--- config.mk ---
export PLATFORM = sky130hd
export DESIGN_NAME = stream_flow_ctrl
export DESIGN_NICKNAME = d
export VERILOG_FILES = /design/src/rtl/stream_flow_ctrl.sv
export SDC_FILE = /design/constraint.sdc
export NUM_CORES = 1
export LEC_CHECK = 0
export CAP_MARGIN = 20
export CORE_ASPECT_RATIO = 1.4
export CORE_MARGIN = 10
export CORE_UTILIZATION = 45
export DETAILED_ROUTE_END_ITERATION = 10
export GPL_ROUTABILITY_DRIVEN = 0
export PLACE_DENSITY = 0.7
export RECOVER_POWER = 100
export SYNTH_ARGS = -nofsm -noshare
export SYNTH_HDL_FRONTEND = slang
export SYNTH_SLANG_ARGS = --single-unit
--- constraint.sdc ---
create_clock -name clk -period 3.2 [get_ports clk]
set_input_delay 0.96 -clock clk [delete_from_list [all_inputs] [get_ports clk]]
set_output_delay 0.96 -clock clk [all_outputs]
set_load 0.01 [all_outputs]
--- src/rtl/stream_flow_ctrl.sv ---
// stream_flow_ctrl
// Sequences the shared DSP-stage enable between the input CDC FIFO and the
// output FIFO, primes the output FIFO before releasing the interpolator, and
// runs a timed flush-and-restart whenever an underrun or overrun is seen.
//
//   state   | meaning
//   --------+-----------------------------------------------------------
//   S_IDLE  | waiting for the in-FIFO read side to leave reset
//   S_PRIME | filling the out-FIFO with PRIME_WORDS words, interp held off
//   S_RUN   | steady flow, interpolator enabled, faults monitored
//   S_FLUSH | flush asserted for FLUSH_CYCLES cycles, flags ignored
module stream_flow_ctrl #(
    parameter int unsigned PRIME_WORDS  = 16,
    parameter int unsigned FLUSH_CYCLES = 8,
    parameter int unsigned CNT_WIDTH    = 16
) (
    input  logic                 clk,
    input  logic                 rst,
    input  logic                 in_rst_busy,
    input  logic                 in_almst_empty,
    input  logic                 in_full,
    input  logic                 out_almst_full,
    input  logic                 out_empty,
    input  logic                 interp_rd,
    output logic                 dsp_en,
    output logic                 interp_en,
    output logic                 flush,
    output logic [1:0]           state,
    output logic [CNT_WIDTH-1:0] underrun_cnt,
    output logic [CNT_WIDTH-1:0] overrun_cnt
);

    typedef enum logic [1:0] {
        S_IDLE  = 2'd0,
        S_PRIME = 2'd1,
        S_RUN   = 2'd2,
        S_FLUSH = 2'd3
    } state_t;

    localparam logic [7:0]           PRIME_LAST = 8'(PRIME_WORDS - 1);
    localparam logic [7:0]           FLUSH_LAST = 8'(FLUSH_CYCLES - 1);
    localparam logic [CNT_WIDTH-1:0] CNT_MAX    = '1;

    state_t     state_q;
    state_t     state_d;
    logic [7:0] prime_cnt;
    logic [7:0] flush_cnt;
    logic       xfer;
    logic       underrun;
    logic       overrun;
    logic       count_ur;
    logic       count_ov;

    assign state = state_q;

    // Next-state decode, fault qualification and the Mealy dsp_en strobe.
    always_comb begin
        state_d  = state_q;
        count_ur = 1'b0;
        count_ov = 1'b0;
        xfer     = !in_almst_empty && !out_almst_full;
        underrun = interp_rd && out_empty;
        overrun  = in_full;
        dsp_en   = 1'b0;

        case (state_q)
            S_IDLE: begin
                if (!in_rst_busy) begin
                    state_d = S_PRIME;
                end
            end
            S_PRIME: begin
                dsp_en = xfer;
                // The interpolator is off while priming, so only overrun matters.
                if (overrun) begin
                    count_ov = 1'b1;
                    state_d  = S_FLUSH;
                end else if (dsp_en && (prime_cnt == PRIME_LAST)) begin
                    state_d = S_RUN;
                end
            end
            S_RUN: begin
                dsp_en = xfer;
                if (underrun || overrun) begin
                    count_ur = underrun;
                    count_ov = overrun;
                    state_d  = S_FLUSH;
                end
            end
            S_FLUSH: begin
                if (flush_cnt == FLUSH_LAST) begin
                    state_d = S_IDLE;
                end
            end
            default: state_d = S_IDLE;
        endcase
    end

    // State, Moore outputs, sequencing timers and saturating fault counters.
    always_ff @(posedge clk) begin
        if (rst) begin
            state_q      <= S_IDLE;
            interp_en    <= 1'b0;
            flush        <= 1'b0;
            prime_cnt    <= '0;
            flush_cnt    <= '0;
            underrun_cnt <= '0;
            overrun_cnt  <= '0;
        end else begin
            state_q   <= state_d;
            interp_en <= (state_d == S_RUN);
            flush     <= (state_d == S_FLUSH);

            // Timers restart from zero on every entry into their state.
            if ((state_q == S_PRIME) && (state_d == S_PRIME)) begin
                if (dsp_en) begin
                    prime_cnt <= prime_cnt + 8'd1;
                end
            end else begin
                prime_cnt <= '0;
            end

            if ((state_q == S_FLUSH) && (state_d == S_FLUSH)) begin
                flush_cnt <= flush_cnt + 8'd1;
            end else begin
                flush_cnt <= '0;
            end

            if (count_ur && (underrun_cnt != CNT_MAX)) begin
                underrun_cnt <= underrun_cnt + 1'b1;
            end
            if (count_ov && (overrun_cnt != CNT_MAX)) begin
                overrun_cnt <= overrun_cnt + 1'b1;
            end
        end
    end

endmodule

; ---- Word level (Yosys, flattened, before mapping)
; Cells that the tools add are included.
[word_totals]
regBits = 52
input_bits = 8
output_inout_bits = 37
[op_classes]
add_sub_neg = 4
eq_ne = 10
n_mux = 12
bitwise_logic = 2
n_reduce_logical = 14
[ops]
columns = cell, n
row1 = $add 16x1->16 const B, 2
row2 = $ne 16x16->1 const B, 2
row3 = $add 8x1->8 const B, 2
row4 = $mux 2, 5
row5 = $eq 2x2->1 const B, 4
row6 = $eq 8x3->1 const B, 1
row7 = $eq 8x4->1 const B, 1
row8 = $pmux 2 s4, 1
row9 = $logic_and 1x1->1, 7
row10 = $reduce_or 2->1, 3
row11 = $mux 1, 5
row12 = $eq 2x1->1 const B, 2
row13 = $logic_not 1->1, 2
row14 = $logic_not 2->1, 1
row15 = $not 1->1, 2
row16 = $pmux 1 s2, 1
row17 = $logic_or 1x1->1, 1

; ---- Depth between registers and ports, before layout
[logic_depth]
ltp_word = 10
ltp_mapped = 8

; ---- Least setup slack after synthesis
; OpenSTA, ideal clock, no wires.
[synth_path]
path_type = input port to output port
startpoint = input in_almst_empty
endpoint = output dsp_en
arrival_ns = 1.389
required_ns = 2.240
slack_ns = 0.851
cell_stages = 1
cell_sequence = nor3b_2
[synth_via]
elab_chain_len = 3
[synth_lines]
columns = item, line
row1 = from (decl), 20  ; input logic in_almst_empty,
row2 = $logic_not 1->1, 61  ; xfer = !in_almst_empty && !out_almst_full;
row3 = $logic_and 1x1->1, 61
row4 = $mux 1, 66  ; case (state_q)
row5 = to (decl), 25  ; output logic dsp_en,
; Every way passes these cells.

; ---- Worst setup path after layout
; Ends and elaborated chain as after synthesis.

==> results.toml <==
[timing]
fin_crit_sh = 0.978
whs_ps = 468
fmax_mhz = 320
finalSetupTns_ps = 0
hold_viol_final = 0
worst_pin_slew_ps = 537
grt_setup_unrepaired = "false"
setup_viol = 0
slew_violations = 0
slew_headroom = 0.639
fin_crit_ps = 3130
finalWorstSetupSlack_ps = 71.6
fin_worst_skew_ps = 10.6

[power_and_ir_drop]
clkPwrFrac = 0.328
p_comb_frac = 0.119
leakagePower_nw = 1.13
power.total_mw = 1.20
power_frac_seq = 0.554
netSwitchingFraction = 0.261
internal-power_mw = 0.889
ir_drop_uv = 215
p_per_area_mw_per_mm2 = 382
switching_power_mw = 0.314

[finish]
n_antenna_cell = 0
utilization = 0.570
synthToLayoutAreaGrowth_pct = 21.9
drive_gt1_frac = 0.0534
fin_nets = 352

[drt]
drt-total-wl_mm = 5.66
antenna_left = 0
post-route-drc-count = 0
dr.first_iter.drc_count = 94
via_count = 2194
firstDrtPassIters = 6
wl_per_cell_um = 14.0
routed_via_density = 5.42

[clocking]
htreeDepth = 2
path_clk_slew_ps = 100
postCtsSetupBuffers = 0
cts_tree = "yes"
cts_made_buffers = 5
cts_hold_buffers = 0
clock_latency_ps = 310
cts_resized = 0
cts.sinks = 52
clk_path_buf_depth = 2
cts_root_buffer = "clkbuf_8"

[logic_synthesis]
synth_nets = 307
synthFlopType = "dfxtp_1"
synth_area_per_cell_um2 = 8.87
syn-cell-area_mm2 = 0.00258
ys_types = 44
synth_edf_count = 0
syn-instance-count = 291
async_flop_share = 0
yosysSeqAreaShare = 0.403
yosysWarningCount = 0
yosys_register_bits = 52

[critical_path]
end_kind = "output pin"
start_kind = "input pin"
crit_type = "input pin to output pin"
cp.arrival_ps = 2170
cp.required_ps = 2240
worstPathMaxFanout = 2

[die]
die-area_mm2 = 0.00921
dieHeight_um = 110
dieWidth_um = 84.0
io_pins = 45
core_area_mm2 = 0.00553
start_util = 0.467
row_count = 32

[grt]
antenna_found_initial = 0
grtUsageTotal = 0.125
grt_pass1_vias = 2276
gr-total-overflow = 0
grt_max_degree = 33
grt_pass1_wl_mm = 9.91

[outcome]
status = "complete, no violations"

[hold_path]
hp-class = "flip-flop to flip-flop"

[run]
drv_cap = 0

[placed_design]
portBuffers = 44
hpwl_mm = 4.22
dp_slack_ps = 64.6
==> stage by stage <==
stage          instance area, µm²  cells
6_report                     3150    405
3_5_place_dp                 3090    397
5_1_grt                      3150    405
4_1_cts                      3180    405
3_3_place_gp                 3090    397
2_1_floorplan                2580    291
==> power by group through the flow <==
stage	sequential [mW]	combinational (mW)	clock (mW)
finish	0.666	0.143	0.394
global route	0.667	0.158	0.435
CTS	0.666	0.154	0.410
detailed placement	0.681	0.152	0
global placement	0.681	0.150	0
floorplan	0.682	0.0964	0
==> kinds of logic (layout without fill, tap and decap cells) <==
family          after synthesis  in the layout  synth area share
flops                        52             52             0.403
xor+xnor                     38             38             0.129
simple gates                152            152             0.333
mux                           2              2           0.00775
buf+inv                      16             62            0.0247
fa+ha+maj                     8              8            0.0388
compound gates               23             23            0.0635
==> cells in the final DEF, fill, tap and decap left out, drive strengths merged, types with 2 or more instances in the layout <==
| cell | n |
|---|---|
| a211oi | 2 |
| a21oi | 7 |
| and4 | 2 |
| buf | 2 |
| clkbuf | 7 |
| clkdlybuf4s50 | 6 |
| dfxtp | 52 |
| dlygate4sd3 | 38 |
| ha | 8 |
| inv | 8 |
| mux2i | 2 |
| nand2 | 18 |
| nand2b | 2 |
| nand3 | 19 |
| nand4 | 12 |
| nand4bb | 2 |
| nor2 | 44 |
| nor3 | 19 |
| nor3b | 4 |
| nor4 | 12 |
| nor4b | 4 |
| o211ai | 2 |
| o21ai | 7 |
| or2 | 6 |
| or3 | 5 |
| xnor2 | 26 |
| xor2 | 12 |
==> cell type report <==
type / instances / area [µm²]
clock inverters: 1 / 7.51
flip-flops and latches: 52 / 1040
inverters: 8 / 30.0
repair buffers: 46 / 455
fillers: 532 / 2380
well taps: 68 / 85.1
multi-input cells: 223 / 1440
clock buffers: 7 / 86.3
==> flip-flops by register name (all words and copies together) (netlist names) <==
name,count
interp_en,1
underrun_cnt,16
flush_cnt,8
flush,1
state,2
overrun_cnt,16
prime_cnt,8
==> cell usage after synthesis, drive strengths merged, types with 3 or more instances <==
master,instances,area [µm²]
a21oi,7,35.0
buf,3,13.8
clkbuf,5,20.0
dfxtp,52,1040
ha,8,100
inv,8,30.0
nand2,18,67.6
nand3,19,105
nand4,12,87.6
nor2,44,165
nor3,19,100
nor3b,4,35.0
nor4,12,105
nor4b,4,47.6
o21ai,7,35.0
or2,6,37.5
or3,5,31.3
xnor2,26,228
xor2,12,105
==> path summary, 6_finish.rpt <==
path,start,endpoint,slack [ps],cells past startpoint
max,in_almst_empty,dsp_en,70,3
min,flush_cnt[0],flush_cnt[0],470,1
max reg2reg,state[0],overrun_cnt[10],940,7
min reg2reg,flush_cnt[0],flush_cnt[0],470,1
==> routing by layer <==
layer  global-route usage  up-vias  part of all wire  routed length (µm)
li1                     -     1117                 -                   -
met1                0.129     1028              0.41                2340
met2                0.228       42              0.51                2890
met3               0.0429        7             0.062                 350
met4               0.0504        0             0.013                  76
met5                    0        -                 0                   0
==> worst max-delay path, stage by stage <==
cell and delay, ps:
clkdlybuf4s50_1 430, nor3b_2 210, clkdlybuf4s50_1 570
(Power assumes the default switching activity.)
